**src/rtl/midi_pkg.sv**
```systemverilog
// Shared MIDI transmit-side types: byte width, arbiter state encoding and
// a status-byte helper for the merge and arbitration logic.
package midi_pkg;

    localparam int MIDI_BYTE_W = 8;

    typedef enum logic [2:0] {
        SELECT,
        LOAD,
        STROBE,
        WAIT_START,
        WAIT_DONE
    } arb_state_t;

    // MIDI status bytes carry bit 7 set; data bytes never do.
    function automatic logic is_status(input logic [MIDI_BYTE_W-1:0] b);
        return b[MIDI_BYTE_W-1];
    endfunction

endpackage

```
**src/rtl/rr_pick.sv**
```systemverilog
// Combinational round-robin selector: returns the first asserted request at
// or after ptr, wrapping modulo NUM_REQ (non-power-of-2 counts supported).
module rr_pick #(
    parameter int NUM_REQ = 4,
    parameter int IDX_W   = $clog2(NUM_REQ)
) (
    input  logic [NUM_REQ-1:0] req,
    input  logic [IDX_W-1:0]   ptr,
    output logic [IDX_W-1:0]   grant,
    output logic               any_req
);

    logic [IDX_W-1:0] cand [NUM_REQ];

    // cand[gi] is the request index examined at priority rank gi.
    for (genvar gi = 0; gi < NUM_REQ; gi++) begin : g_cand
        logic [IDX_W:0] sum;
        assign sum = {1'b0, ptr} + (IDX_W+1)'(gi);
        assign cand[gi] = (sum >= (IDX_W+1)'(NUM_REQ)) ?
                          IDX_W'(sum - (IDX_W+1)'(NUM_REQ)) : sum[IDX_W-1:0];
    end

    always_comb begin
        grant   = '0;
        any_req = 1'b0;
        for (int k = NUM_REQ - 1; k >= 0; k--) begin
            if (req[cand[k]]) begin
                grant   = cand[k];
                any_req = 1'b1;
            end
        end
    end

endmodule

```
**src/rtl/midi_tx_arbiter.sv**
```systemverilog
// Message-atomic round-robin arbiter sharing one uart_tx between NUM_SRC
// byte streams, with owner-stall and UART-unresponsive recovery.
module midi_tx_arbiter import midi_pkg::*; #(
    parameter int NUM_SRC      = 4,
    parameter int LOCK_TIMEOUT = 1024,
    parameter int BUSY_WAIT    = 4
) (
    input  logic                           clk,
    input  logic                           rst,
    input  logic [NUM_SRC-1:0]             src_valid,
    input  logic [MIDI_BYTE_W*NUM_SRC-1:0] src_data,
    input  logic [NUM_SRC-1:0]             src_last,
    output logic [NUM_SRC-1:0]             src_ready,
    output logic                           tx_strobe,
    output logic [MIDI_BYTE_W-1:0]         tx_data,
    input  logic                           tx_busy,
    output logic [$clog2(NUM_SRC)-1:0]     grant_id,
    output logic                           locked,
    output logic                           lock_timeout,
    output logic                           tx_fault
);

    localparam int GW     = $clog2(NUM_SRC);
    localparam int IDLE_W = $clog2(LOCK_TIMEOUT + 1);
    localparam int WAIT_W = $clog2(BUSY_WAIT + 1);

    arb_state_t             state_reg, state_next;
    logic [GW-1:0]          grant_reg, grant_next;
    logic [GW-1:0]          ptr_reg, ptr_next;
    logic                   locked_reg, locked_next;
    logic [IDLE_W-1:0]      idle_cnt_reg, idle_cnt_next;
    logic [WAIT_W-1:0]      wait_cnt_reg, wait_cnt_next;
    logic [MIDI_BYTE_W-1:0] tx_data_reg, tx_data_next;
    logic                   last_reg, last_next;

    logic [MIDI_BYTE_W-1:0] src_byte [NUM_SRC];
    logic [GW-1:0]          pick_id;
    logic                   pick_any;
    logic                   owner_valid;
    logic [MIDI_BYTE_W-1:0] owner_data;
    logic                   owner_last;

    for (genvar gi = 0; gi < NUM_SRC; gi++) begin : g_unpack
        assign src_byte[gi] = src_data[MIDI_BYTE_W*gi +: MIDI_BYTE_W];
    end

    rr_pick #(
        .NUM_REQ (NUM_SRC),
        .IDX_W   (GW)
    ) u_rr_pick (
        .req     (src_valid),
        .ptr     (ptr_reg),
        .grant   (pick_id),
        .any_req (pick_any)
    );

    assign owner_valid = src_valid[grant_reg];
    assign owner_data  = src_byte[grant_reg];
    assign owner_last  = src_last[grant_reg];

    function automatic logic [GW-1:0] next_idx(input logic [GW-1:0] i);
        return (int'(i) == NUM_SRC - 1) ? '0 : i + GW'(1);
    endfunction

    always_ff @(posedge clk) begin
        if (!rst) begin
            state_reg    <= SELECT;
            grant_reg    <= '0;
            ptr_reg      <= '0;
            locked_reg   <= 1'b0;
            idle_cnt_reg <= '0;
            wait_cnt_reg <= '0;
            tx_data_reg  <= '0;
            last_reg     <= 1'b0;
        end else begin
            state_reg    <= state_next;
            grant_reg    <= grant_next;
            ptr_reg      <= ptr_next;
            locked_reg   <= locked_next;
            idle_cnt_reg <= idle_cnt_next;
            wait_cnt_reg <= wait_cnt_next;
            tx_data_reg  <= tx_data_next;
            last_reg     <= last_next;
        end
    end

    always_comb begin
        state_next    = state_reg;
        grant_next    = grant_reg;
        ptr_next      = ptr_reg;
        locked_next   = locked_reg;
        idle_cnt_next = idle_cnt_reg;
        wait_cnt_next = wait_cnt_reg;
        tx_data_next  = tx_data_reg;
        last_next     = last_reg;
        src_ready     = '0;
        tx_strobe     = 1'b0;
        lock_timeout  = 1'b0;
        tx_fault      = 1'b0;

        case (state_reg)
            SELECT: begin
                if (locked_reg) begin
                    // Only the owner may continue; everyone else waits out the lock.
                    if (owner_valid) begin
                        state_next    = LOAD;
                        idle_cnt_next = '0;
                    end else if (idle_cnt_reg == IDLE_W'(LOCK_TIMEOUT - 1)) begin
                        lock_timeout  = 1'b1;
                        locked_next   = 1'b0;
                        ptr_next      = next_idx(grant_reg);
                        idle_cnt_next = '0;
                    end else begin
                        idle_cnt_next = idle_cnt_reg + IDLE_W'(1);
                    end
                end else if (pick_any) begin
                    grant_next    = pick_id;
                    locked_next   = 1'b1;
                    idle_cnt_next = '0;
                    state_next    = LOAD;
                end
            end
            LOAD: begin
                src_ready[grant_reg] = 1'b1;
                if (owner_valid) begin
                    tx_data_next = owner_data;
                    last_next    = owner_last;
                    state_next   = STROBE;
                end else begin
                    state_next   = SELECT;
                end
            end
            STROBE: begin
                tx_strobe     = 1'b1;
                wait_cnt_next = '0;
                state_next    = WAIT_START;
            end
            WAIT_START: begin
                if (tx_busy) begin
                    state_next = WAIT_DONE;
                end else if (wait_cnt_reg == WAIT_W'(BUSY_WAIT - 1)) begin
                    // UART never acknowledged: drop the byte and the message.
                    tx_fault    = 1'b1;
                    locked_next = 1'b0;
                    ptr_next    = next_idx(grant_reg);
                    state_next  = SELECT;
                end else begin
                    wait_cnt_next = wait_cnt_reg + WAIT_W'(1);
                end
            end
            WAIT_DONE: begin
                if (!tx_busy) begin
                    if (last_reg) begin
                        locked_next = 1'b0;
                        ptr_next    = next_idx(grant_reg);
                    end
                    state_next = SELECT;
                end
            end
            default: state_next = SELECT;
        endcase
    end

    assign tx_data  = tx_data_reg;
    assign grant_id = grant_reg;
    assign locked   = locked_reg;

endmodule

```
**config.mk**
```make
export PLATFORM = sky130hd
export DESIGN_NAME = midi_tx_arbiter
export DESIGN_NICKNAME = d
export VERILOG_FILES = /design/src/rtl/midi_pkg.sv /design/src/rtl/rr_pick.sv /design/src/rtl/midi_tx_arbiter.sv
export SDC_FILE = /design/constraint.sdc
export NUM_CORES = 1
export LEC_CHECK = 0
export ABC_AREA = 1
export BUFFER_PORTS_ARGS = -buffer_cell sky130_fd_sc_hd__buf_2
export CORE_MARGIN = 4
export CORE_UTILIZATION = 46
export DETAILED_ROUTE_END_ITERATION = 16
export PLACE_DENSITY = 0.72
export SETUP_SLACK_MARGIN = 0.02
export SYNTH_ARGS = -nofsm -noshare
export SYNTH_HDL_FRONTEND = slang
export SYNTH_SLANG_ARGS = --single-unit
```
**constraint.sdc**
```tcl
create_clock -name clk -period 4.75 [get_ports clk]
set_clock_uncertainty 0.1 [all_clocks]
set_input_delay 0.7125 -clock clk [delete_from_list [all_inputs] [get_ports clk]]
set_output_delay 0.7125 -clock clk [all_outputs]
set_load 0.02 [all_outputs]
```
# Yosys cells after proc, flatten, opt, wreduce, memory -nomap -nowiden
# Index checks and enable logic that the tools add are counted.
[totals] reg_bits=31 latchBits=0 ramBits=0 mem_bits_ro=0 input_bits=43 out_inout_bits=18 elab_cells=132 mem_count=0
[classes] add_sub_neg=10 multipliers=0 div_mod_pow=0 n_lt_le_gt_ge=11 n_eq_ne=18 n_shift=0 muxes=71 bitwise_logic=2 n_reduce_logical=12
[ops] cell="11-bit 2-to-1 mux" count=4
[ops] cell="2-bit 2-to-1 mux" count=17
[ops] cell="1-bit 2-to-1 mux" count=27
[ops] cell="3-bit 2-to-1 mux" count=8
[ops] cell="8-bit binary-select mux with 2-bit select" count=1
[ops] cell="8-bit 2-to-1 mux" count=2
[ops] cell="2-bit != test, second input constant" count=8
[ops] cell="2-bit by 3-bit < comparator with 1-bit output, second input constant" count=5
[ops] cell="3-bit one-hot mux with 5 select lines" count=1
[ops] cell="1-bit binary-select mux with 2-bit select" count=6
[ops] cell="3-bit greater-or-equal comparator, second input constant" count=4
[ops] cell="11-bit by 1-bit adder with 11-bit output, second input constant" count=1
[ops] cell="11-bit by 10-bit equality test with 1-bit output, second input constant" count=1
[ops] cell="3-bit by 2-bit equality test with 1-bit output, second input constant" count=3
[ops] cell="3-bit != test, second input constant" count=3
[ops] cell="8-bit AND reduction" count=1
[ops] cell="2-bit by 1-bit subtractor with 2-bit output, second input constant" count=4
[ops] cell="2-bit by 2-bit adder with 3-bit output, second input constant" count=2
[ops] cell="2-bit one-hot mux with 3 select lines" count=1
[ops] cell="3-bit one-hot mux with 2 select lines" count=1
[ops] cell="3-bit AND reduction" count=2
[ops] cell="5-bit AND reduction" count=1
[ops] cell="4-bit 2-to-1 mux" count=1
[ops] cell="2-bit AND reduction" count=2
[ops] cell="other kinds (17)" count=18

# Longest topological paths before layout
[depth] word_depth=12 ltp_mapped=13 depth_no_buf=12

# By module
# A second synthesis with hierarchy kept.
[hier_totals] cells_unflattened=332 area_unflattened_um2=2147.1
[modules_own_cells] module="midi_tx_arbiter" instances=1 cells_per_inst=288 area_each_um2=1921.8 seq_area_each_um2=620.6
[modules_own_cells] module="rr_pick" instances=1 cells_per_inst=44 area_each_um2=225.2 seq_area_each_um2=0.0

# Worst setup path after synthesis
# OpenSTA, ideal clock, no wires.
[synth_path] path_kind="register to output" from="register idle_cnt_reg[0]" to="output port lock_timeout" t_arrival_ns=1.494 t_required_ns=3.938 setup_slack_ns=2.443 stages_incl_launch_ff=8 path_buffers=0 cell_sequence="dfxtp_1 > ha_1 > inv_1 > nor2_2 > nand2_1 > nor2_1 > nand4_1 > nor2_1"
[synth_between] elab_chain_len=5
[synth_lines] element="start: declaration" line_no="midi_tx_arbiter.sv:31" rtl="logic [IDLE_W-1:0] idle_cnt_reg, idle_cnt_next;"
[synth_lines] element="start signal: assignment" line_no="midi_tx_arbiter.sv:80" rtl="idle_cnt_reg <= idle_cnt_next;"
[synth_lines] element="11-bit by 10-bit equality test with 1-bit output" line_no="midi_tx_arbiter.sv:108" rtl="end else if (idle_cnt_reg == IDLE_W'(LOCK_TIMEOUT - 1)) begin"
[synth_lines] element="1-bit 2-to-1 mux" line_no="midi_tx_arbiter.sv:108"
[synth_lines] element="1-bit 2-to-1 mux" line_no="midi_tx_arbiter.sv:105" rtl="if (owner_valid) begin"
[synth_lines] element="1-bit 2-to-1 mux" line_no="midi_tx_arbiter.sv:103" rtl="if (locked_reg) begin"
[synth_lines] element="1-bit 2-to-1 mux" line_no="midi_tx_arbiter.sv:101" rtl="case (state_reg)"
[synth_lines] element="end: declaration" line_no="midi_tx_arbiter.sv:19" rtl="output logic lock_timeout,"
# No other way between the ends.

# Worst setup path in the final report
[layout_path] from="register grant_reg[0], in the netlist grant_id[0]" to="output port lock_timeout"
[layout_between] elab_chain_len=5
[layout_lines] element="start: declaration" line_no="midi_tx_arbiter.sv:28" rtl="logic [GW-1:0] grant_reg, grant_next;"
[layout_lines] element="start signal: assignment" line_no="midi_tx_arbiter.sv:77" rtl="grant_reg <= grant_next;"
[layout_lines] element="1-bit binary-select mux with 2-bit select" line_no="midi_tx_arbiter.sv:57" rtl="assign owner_valid = src_valid[grant_reg];"
[layout_lines] element="1-bit 2-to-1 mux (not written as such)" line_no="midi_tx_arbiter.sv:57"
[layout_lines] element="1-bit 2-to-1 mux" line_no="midi_tx_arbiter.sv:105"
[layout_lines] element="1-bit 2-to-1 mux" line_no="midi_tx_arbiter.sv:103"
[layout_lines] element="1-bit 2-to-1 mux" line_no="midi_tx_arbiter.sv:101"
# No other way between the ends. The select of a mux whose other input is x is not followed.

==> results.toml <==
[power]
p_seq_share_pct = 29.5
clkPwrFrac_pct = 13.9
leakage_nw = 1.18
ir_drop_uv = 248
p_int_w = 0.000660
powerDensity_nw_per_um2 = 522
p_comb_share_pct = 56.5
swShare_pct = 51.0
switchingPower_w = 0.000688

[placed_design]
portBuffers = 60
post-dp-hpwl_mm = 4.44
place_congestion = 0.851

[floorplan]
die_width_um = 77.4
start_util_pct = 49.2
die_area_um2 = 5990
fp.dieH_um = 77.4
core_um2 = 4500
ios = 61
num_rows = 24

[routing]
drc = 0
viasPerCell = 5.34
dr.pass1.iters = 5
routed_wl_mm = 5.87
vias = 2444
drtIter0Drc = 186
detail-route-antenna-nets = 0
post_drt_wl_per_cell_um = 12.8

[final_layout]
largest_register_ffs = 11
area_delta_synth_final_pct = 16.6
drive_above_1_share_pct = 23.2
multiInputGateArea_um2 = 1390
antennaDiodeCount = 0
regArea_um2 = 621
fill_cells = 466
final_nets = 457

[clock_network]
htree_levels = 2
ctsResizeCount = 0
cts_hold_buffers = 0
cts_tree = "built"
cts_buffers = 5
cts.path.max_buffers = 2
post_cts.repair.setup_buffers = 0
clock-sinks = 31
cts_root_buffer = "clkbuf_8"
clock_latency_ps = 280
path_clk_slew_ps = 60

[synth]
ys_seq_area_share_pct = 28.0
yosysWarnings = 0
synth_cell_type_count = 34
yosys-top-cells-count = "nand2_1 (83), nor2_1 (47), inv_1 (32), o21ai_0 (32), dfxtp_1 (31)"
yosys-top-cells-area = "dfxtp_1 (28%), nand2_1 (14%), nor2_1 (8.0%), o21ai_0 (7.2%), nand3_1 (5.6%)"
synth_flop_cell = "dfxtp_1"
synth.largest_area_cell = "dfxtp_1"
yosysMostFrequentCell = "nand2_1"
synth_top_area_share_pct = 28.0
synth.avg_cell_area_um2 = 6.30
synth_edf_count = 0
synth.cell_area_um2 = 2220
syn_inst = 352
async_reset_ff_share_pct = 0
ys_ff_latch = 31
synth_fp_nets = 402

[global_routing]
antenna_found_initial = 0
grt_max_degree = 25
gr-usage-all-layers_pct = 20.2
grt-ovfl-total = 0
grt_pass1_wl_mm = 10.1
grt_pass1_vias = 2292

[setup_path]
path_class = "register to output pin"
cp_slowest_cell = "dfxtp_1"
endpoint_kind = "output pin"
crit_top_cell = "nand2_1"
crit_chain = "inv_1 -> nand2_1 -> nand3_1 -> nand2_1 -> nand4_1 -> nor2_1 -> buf_2"
startpoint_type = "register"
ff2ff_setup_slack_ps = 1950
cp_slowest_stage_delay_ps = 770
cp_max_fo = 24
worstPathRequired_ps = 3940
worst-endpoint-arrival_ps = 2420

[timing]
rsz0062_at_grt = "no"
finalHoldViolations = 0
fin_crit_sh_pct = 68.0
whs_ps = 363
setup_violations = 0
worst_pin_slew_ps = 875
fmax_ghz = 0.310
finalMaxSlewViolations = 0
period_minus_slack_ps = 3230
fin_setup_tns_ps = 0
slew_headroom_pct = 41.6

[run]
cap_violations = 0

[status]
status = "finished clean"

[worst_hold_path]
min_path_type = "register to register"
==> critical path, delay by kind of cell (launching register included) <==
kind	cells	cell delay, ps
flops	1	770
buf+inv	2	680
simple gates	5	690
==> power groups by stage <==
stage / Combinational (W) / Clock [W] / Sequential, W
4_1_cts: 0.000764 / 0.000193 / 0.000398
3_3_place_gp: 0.000752 / 0 / 0.000401
2_1_floorplan: 0.000614 / 0 / 0.000400
3_5_place_dp: 0.000761 / 0 / 0.000404
5_1_grt: 0.000866 / 0.000203 / 0.000411
6_report: 0.000762 / 0.000188 / 0.000398
==> cells in the final DEF, fill, tap and decap left out, types with 3 or more instances in the layout <==
master	n
nand2_4	3
o21bai_1	3
buf_2	60
nand2_1	83
o22ai_1	9
dfxtp_1	31
nand4_1	7
a21oi_2	9
o21ai_0	32
nand3_1	25
nand2_2	9
nor3_1	6
a21oi_1	20
ha_1	7
nor2_1	47
clkbuf_8	5
inv_1	32
==> per-layer routing <==
layer,routed length [um],track usage [%]
met1,2530,25.3
met2,2960,34.9
met3,289,3.47
met4,93,7.12
met5,0,0
==> cell families (layout without fill, tap and decap cells) <==
group | count (synthesis) | after routing | synth area share, %
buffers and inverters | 48 | 102 | 9.37
adder cells (fa/ha/maj) | 7 | 7 | 3.95
AO/OA/AOI/OAI | 77 | 77 | 20.0
AND/OR/NAND/NOR | 189 | 189 | 38.7
flip-flops | 31 | 31 | 28.0
==> area by class of cell <==
| class | count | share of cell area [%] |
|---|---|---|
| timing repair buffer | 60 | 11.6 |
| multi-input combinational | 273 | 53.7 |
| tap | 52 | 2.52 |
| inverter | 36 | 5.33 |
| sequential | 31 | 24.0 |
| clock buffer | 6 | 2.81 |
==> path summary, 6_finish.rpt <==
| kind | cells after the start | from | endpoint |
|---|---|---|---|
| min reg2reg | 2 | tx_data[5] | tx_data[5] |
| max reg2reg | 9 | grant_id[0] | state_reg[1] |
| max | 7 | grant_id[0] | lock_timeout |
| min | 2 | tx_data[5] | tx_data[5] |
==> through the flow <==
step	cells	util [%]	instance area (um2)	setup slack [ps]	total power, W
6_report	458	57.4	2580	1520	0.00135
5_1_grt	458	57.4	2580	1310	0.00148
4_1_cts	458	57.4	2580	1530	0.00135
3_5_place_dp	452	55.8	2510	1820	0.00117
3_3_place_gp	452	55.8	2510	1880	0.00115
2_1_floorplan	352	-	2220	2440	0.00101
No activity file was read; power rests on OpenSTA's default activity.
